### src/rtl/memory_arbiter.sv
// Single-port RAM arbiter between instruction fetch and data load/store requests.
// Data-first priority with alternation on contention, plus a per-access timeout watchdog.
module memory_arbiter #(
    parameter int unsigned ADDR_W  = 32,
    parameter int unsigned DATA_W  = 32,
    parameter int unsigned TIMEOUT = 15
) (
    input  logic              CLK,
    input  logic              nRST,
    input  logic              iREN,
    input  logic [ADDR_W-1:0] iaddr,
    input  logic              dREN,
    input  logic              dWEN,
    input  logic [ADDR_W-1:0] daddr,
    input  logic [DATA_W-1:0] dstore,
    output logic              ihit,
    output logic [DATA_W-1:0] iload,
    output logic              dhit,
    output logic [DATA_W-1:0] dload,
    output logic              ramREN,
    output logic              ramWEN,
    output logic [ADDR_W-1:0] ramaddr,
    output logic [DATA_W-1:0] ramstore,
    input  logic [DATA_W-1:0] ramload,
    input  logic              ramready,
    output logic              mem_err
);

    localparam int unsigned CNT_W = $clog2(TIMEOUT + 1);

    typedef enum logic [1:0] {
        IDLE = 2'd0,
        DACC = 2'd1,
        IACC = 2'd2,
        RESP = 2'd3
    } state_t;

    state_t              state_q, state_d;
    logic [CNT_W-1:0]    cnt_q, cnt_d;
    logic                last_instr_q, last_instr_d;
    logic                store_q, store_d;
    logic [ADDR_W-1:0]   addr_q, addr_d;
    logic [DATA_W-1:0]   wdata_q, wdata_d;
    logic                ren_q, ren_d;
    logic                wen_q, wen_d;
    logic                ihit_q, ihit_d;
    logic                dhit_q, dhit_d;
    logic                err_q, err_d;
    logic [DATA_W-1:0]   iload_q, iload_d;
    logic [DATA_W-1:0]   dload_q, dload_d;

    logic d_pend;
    logic grant_data;
    logic timed_out;

    // On contention, data wins unless it was the class served last
    assign d_pend     = dREN | dWEN;
    assign grant_data = d_pend & (~iREN | last_instr_q);
    assign timed_out  = (cnt_q == CNT_W'(TIMEOUT));

    always_ff @(posedge CLK or negedge nRST) begin
        if (!nRST) begin
            state_q      <= IDLE;
            cnt_q        <= '0;
            last_instr_q <= 1'b1;
            store_q      <= 1'b0;
            addr_q       <= '0;
            wdata_q      <= '0;
            ren_q        <= 1'b0;
            wen_q        <= 1'b0;
            ihit_q       <= 1'b0;
            dhit_q       <= 1'b0;
            err_q        <= 1'b0;
            iload_q      <= '0;
            dload_q      <= '0;
        end else begin
            state_q      <= state_d;
            cnt_q        <= cnt_d;
            last_instr_q <= last_instr_d;
            store_q      <= store_d;
            addr_q       <= addr_d;
            wdata_q      <= wdata_d;
            ren_q        <= ren_d;
            wen_q        <= wen_d;
            ihit_q       <= ihit_d;
            dhit_q       <= dhit_d;
            err_q        <= err_d;
            iload_q      <= iload_d;
            dload_q      <= dload_d;
        end
    end

    always_comb begin
        state_d      = state_q;
        cnt_d        = cnt_q;
        last_instr_d = last_instr_q;
        store_d      = store_q;
        addr_d       = addr_q;
        wdata_d      = wdata_q;
        ren_d        = 1'b0;
        wen_d        = 1'b0;
        ihit_d       = 1'b0;
        dhit_d       = 1'b0;
        err_d        = err_q;
        iload_d      = iload_q;
        dload_d      = dload_q;

        case (state_q)
            IDLE: begin
                cnt_d = '0;
                if (grant_data) begin
                    // A simultaneous read+write request is handled as a store
                    state_d = DACC;
                    addr_d  = daddr;
                    store_d = dWEN;
                    wdata_d = dWEN ? dstore : '0;
                    ren_d   = ~dWEN;
                    wen_d   = dWEN;
                end else if (iREN) begin
                    state_d = IACC;
                    addr_d  = iaddr;
                    store_d = 1'b0;
                    wdata_d = '0;
                    ren_d   = 1'b1;
                end
            end

            DACC, IACC: begin
                ren_d = ren_q;
                wen_d = wen_q;
                if (ramready) begin
                    state_d      = RESP;
                    ren_d        = 1'b0;
                    wen_d        = 1'b0;
                    cnt_d        = '0;
                    last_instr_d = (state_q == IACC);
                    if (state_q == IACC) begin
                        ihit_d  = 1'b1;
                        iload_d = ramload;
                    end else begin
                        dhit_d = 1'b1;
                        if (!store_q) begin
                            dload_d = ramload;
                        end
                    end
                end else if (timed_out) begin
                    // Abort: no hit, requester must re-request
                    state_d      = IDLE;
                    ren_d        = 1'b0;
                    wen_d        = 1'b0;
                    cnt_d        = '0;
                    err_d        = 1'b1;
                    last_instr_d = (state_q == IACC);
                end else begin
                    cnt_d = cnt_q + CNT_W'(1);
                end
            end

            RESP: begin
                state_d = IDLE;
            end

            default: begin
                state_d = IDLE;
            end
        endcase
    end

    assign ihit     = ihit_q;
    assign dhit     = dhit_q;
    assign iload    = iload_q;
    assign dload    = dload_q;
    assign ramREN   = ren_q;
    assign ramWEN   = wen_q;
    assign ramaddr  = addr_q;
    assign ramstore = wdata_q;
    assign mem_err  = err_q;

endmodule

### config.mk
export PLATFORM = sky130hd
export DESIGN_NAME = memory_arbiter
export DESIGN_NICKNAME = d
export VERILOG_FILES = /design/src/rtl/memory_arbiter.sv
export SDC_FILE = /design/constraint.sdc
export NUM_CORES = 1
export LEC_CHECK = 0
export CAP_MARGIN = 20
export CORE_ASPECT_RATIO = 1.75
export CORE_UTILIZATION = 35
export CTS_BUF_LIST = sky130_fd_sc_hd__clkbuf_4 sky130_fd_sc_hd__clkbuf_8
export DETAILED_ROUTE_END_ITERATION = 12
export GPL_ROUTABILITY_DRIVEN = 0
export PLACE_DENSITY_LB_ADDON = 0.1
export SYNTH_ARGS = -nofsm -noshare
export SYNTH_HDL_FRONTEND = slang
export SYNTH_SLANG_ARGS = --single-unit
### constraint.sdc
create_clock -name CLK -period 2.3 [get_ports CLK]
set_clock_uncertainty 0.15 [all_clocks]
set_input_delay 0.69 -clock CLK [delete_from_list [all_inputs] [get_ports CLK]]
set_output_delay 0.69 -clock CLK [all_outputs]
set_load 0.01 [all_outputs]
# Yosys cells after proc, flatten, opt, wreduce, memory -nomap -nowiden
# Cells that the tools add are included.
[op_classes] addsub=1 n_eq_ne=6 n_mux=30 bitwise=8 n_reduce_logical=11
[ops] op="$mux 32" count=5
[ops] op="$mux 1" count=15
[ops] op="$mux 2" count=4
[ops] op="$mux 4" count=2
[ops] op="$pmux 4 s2" count=1
[ops] op="$ne 3x3->1 const B" count=2
[ops] op="$pmux 2 s3" count=1
[ops] op="$reduce_and 2->1" count=3
[ops] op="$reduce_and 3->1" count=2
[ops] op="$reduce_bool 2->1" count=3
[ops] op="$not 1->1" count=5
[ops] op="$add 4x1->4 const B" count=1
[ops] op="$eq 2x2->1 const B" count=2
[ops] op="$eq 4x4->1 const B" count=1
[ops] op="$pmux 1 s2" count=2
[ops] op="$reduce_and 4->1" count=1
[ops] op="$eq 2x1->1 const B" count=1
[ops] op="$logic_not 2->1" count=1
[ops] op="$or 1x1->1" count=2
[ops] op="$reduce_or 2->1" count=1
[ops] op="$and 1x1->1" count=1
[word_totals] regBits=141 in_bits=134 wordCells=69

# Logic depth before layout (Yosys ltp)
[depth] depth_word=5 ltp_mapped=8 depth_no_buf=5

# Worst setup path after synthesis
# No wires, ideal clock.
[synth_timing] kind="input-to-reg" start="input port ramready" end="register dload_q[10] (netlist: dload[10])" setup_time_ns=0.125 t_arrival_ns=1.640 t_required_ns=2.025 setup_slack_ns=0.385 cell_stages=5 n_path_buf=2 cell_sequence="buf_2 -> nand2_1 -> nor3_4 -> buf_4 -> mux2_2"
[synth_between] elab_chain_len=1
[synth_rtl] item="start, declared" line_no="25" rtl="input logic ramready,"
[synth_rtl] item="$reduce_and 4->1 (no source line)"
[synth_rtl] item="end signal, assigned" line_no="89" rtl="dload_q <= dload_d;"
[synth_rtl] item="end, declared" line_no="50" rtl="logic [DATA_W-1:0] dload_q, dload_d;"
# No other way between the ends.
# A chain may end at the register's enable or synchronous reset.

# Final worst setup path
[layout_timing] start="register wdata_q[22] (netlist: ramstore[22])" end="output port ramstore[22]"
[layout_lines] item="start, declared" line_no="43" rtl="logic [DATA_W-1:0] wdata_q, wdata_d;"
[layout_lines] item="start signal, assigned" line_no="82" rtl="wdata_q <= wdata_d;"
[layout_lines] item="end, declared" line_no="23" rtl="output logic [DATA_W-1:0] ramstore,"
# No word-level cell between the ends.

==> results.md <==
* Status: finished, final reports clean
* WL/cell at 17.0 µm
* Tmin final at 2210 ps
* ANT nets after route at 0
* Net count after synthesis at 597
* Crit path cell chain: clkdlybuf4s50_1
* Crit path DAT at 1370 ps
* Hpwl dp at 11900 µm
* Slew HR at 72.6%
* Post-Syn Instances at 459
* Global route overflow at 0
* CTS resizes at 0
* Cts bufs inserted at 17
* TritonCTS clock tree: yes
* Maximum root-to-sink buffer count at 2
* Layout Nets at 873
* FMAX at 452 MHz
* CP Max Fanout at 2
* WL met3 at 997 µm
* Drt total wl at 15900 µm
* Worst path slowest cell: clkdlybuf4s50_1
* Number of remaining DRC errors at 0
* IO buf count at 266
* Sequential-to-total area share from yosys stat at 61.3%
* Delay-heaviest family, CP: buffers and inverters
* Synth Area per Inst at 12.6 µm²
* TritonCTS Sinks at 141
* Largest net degree at the start of global routing at 53
* Insertion delay to the later sink of the worst-skew pair at 430 ps
* Final setup violation count at 0
* Starting Density at 35.9%
* Max-cap violations at 0
* Slew Viols, Final at 0
* Slew @ Worst Pin at 410 ps
* Buf/Inv on CP at 1
* Static Leak at 3.87 nW
* Initial antenna violation count at 0
* Clk root buf: clkbuf_8
* Most frequent cells in the layout: 265 x clkdlybuf4s50_1, 140 x dfrtp_1, 67 x mux2_2
* EDFF count, synth at 0
* Buffers inserted during post-CTS setup optimization at 0
* Setup crit end kind: primary output
* Clock slew seen by the registers of the worst setup and hold paths at 80 ps
* Ratio of cells with drive above 1 in the final layout at 17.6%
* Total Routing Usage GR at 18.9%
* DRT iter0 DRCs at 119
* Mapped cell area at 5760 µm²
* #FFs+latches synth at 141
* Final hold vios at 0
* 1st-pass router iterations at 4
* DIE AREA at 17000 µm²
* Area growth, synth to finish at 59.9%
* Unrepaired setup endpoints after global routing: false
* Wire length on met2 at 8520 µm
* Vias in the first global route at 4908
* Synth async-reset ratio at 100%
* Worst hold-check path type: flip-flop to flip-flop
* Via density at 5.06
* Final Cycle Share at 96.2%
* Diodes inserted at 0
* Commonest non-fill, non-tap cell in the layout: clkdlybuf4s50_1
* Power per standard cell area at 1320 nW/µm²
* WP data required at 1460 ps
* First-pass GRT wire length at 25100 µm
* Tightest hold margin at 314 ps
* Power, Total at 12.2 mW
* Die height at 172 µm
* Slowest stage delay, CP at 590 ps
* Startpoint Class: flip-flop
* Rows at 61
* Synth Flop Type: dfrtp_1
* Synth Warn # at 0
* Worst Path Class, Setup: flip-flop to primary output
* Library cells used by synthesis at 34
* Met1 wire length at 5950 µm
* Top layer used by detailed routing: met4
* Die X at 99.0 µm
* Setup_tns at 0 ps
* CTS HTree Levels at 4
* IO Pins at 267
* Maximum vdd drop at 0.439 mV
* Core Region at 16000 µm²
* DR vias at 4738
[repair_timing]
action	in CTS	in global routing
endpoints found under the hold margin	11	0
setup endpoints to repair	0	0
hold buffers	1	0
[final timing paths]
kind                           endpoint  slack [ps]  cells past startpoint         start
min reg2reg                     mem_err         310                      1       mem_err
max                        ramstore[22]          90                      1  ramstore[22]
max in group asynchronous    ramaddr[6]         840                      3          nRST
max reg2reg                   dload[27]         250                      6    state_q[0]
min in group asynchronous      iload[6]         570                      2          nRST
min                             mem_err         310                      1       mem_err
[metal layers]
metal | up-vias | track usage (%)
li1 | 2227 | -
met4 | 0 | 8.70
met1 | 2291 | 19.9
met3 | 29 | 5.28
met5 | - | 0
met2 | 191 | 34.8
[flip-flops by register name (all words and copies together), names as in the netlist]
signal / count
ramstore: 32
mem_err: 1
dhit: 1
cnt_q: 4
store_q: 1
last_instr_q: 1
dload: 32
ramWEN: 1
iload: 32
ihit: 1
ramaddr: 32
state_q: 2
ramREN: 1
[cell usage after synthesis, drive strengths merged, types with 2 or more instances]
cell,n,share of area [%]
dfrtp,140,61
mux2,68,13
nand3,38,3.3
o21ai,36,3.1
a31oi,34,3.7
nor2,34,2.2
a22o,32,4.9
buf,26,2.8
clkbuf,10,0.65
nand2,7,0.46
inv,6,0.39
ha,4,0.87
a21o,2,0.26
a21oi,2,0.17
and3,2,0.22
nand2b,2,0.22
nor3,2,0.37
nor3b,2,0.26
o211ai,2,0.26
[stage by stage]
step / setup WS (ps) / util (%) / instances / instance area (µm²)
after floorplan: 385 / - / 459 / 5760
after global routing: 6.27 / 57.5 / 937 / 9210
final: 87.2 / 57.5 / 937 / 9210
after detailed placement: -63.7 / 54.9 / 904 / 8790
after global placement: -48.2 / 54.9 / 904 / 8790
after CTS: 36.6 / 57.5 / 937 / 9210
[logic make-up after synthesis]
| family | share of synthesized area [%] |
|---|---|
| AOI/OAI and AO/OA | 13.1 |
| muxes | 13.3 |
| and+or+nand+nor | 7.67 |
| DFF | 61.3 |
| buffers and inverters | 3.84 |
| adders and majority gates | 0.869 |
[cell type report]
type,instances,area [µm²]
Multi-Input combinational cell,276,2020
Timing Repair Buffer,293,2990
Clock inverter,15,175
Clock buffer,17,234
Inverter,6,22.5
Fill cell,1398,6810
Tap cell,189,236
Sequential cell,141,3530
[power by group]
part	internal, mW	leakage (nW)	total [mW]	switching, mW
Clock	0.922	0.207	2.03	1.11
Sequential	3.67	1.71	4.31	0.641
Combinational	3.46	1.95	5.84	2.38
Power figures use the tool's default switching activity.
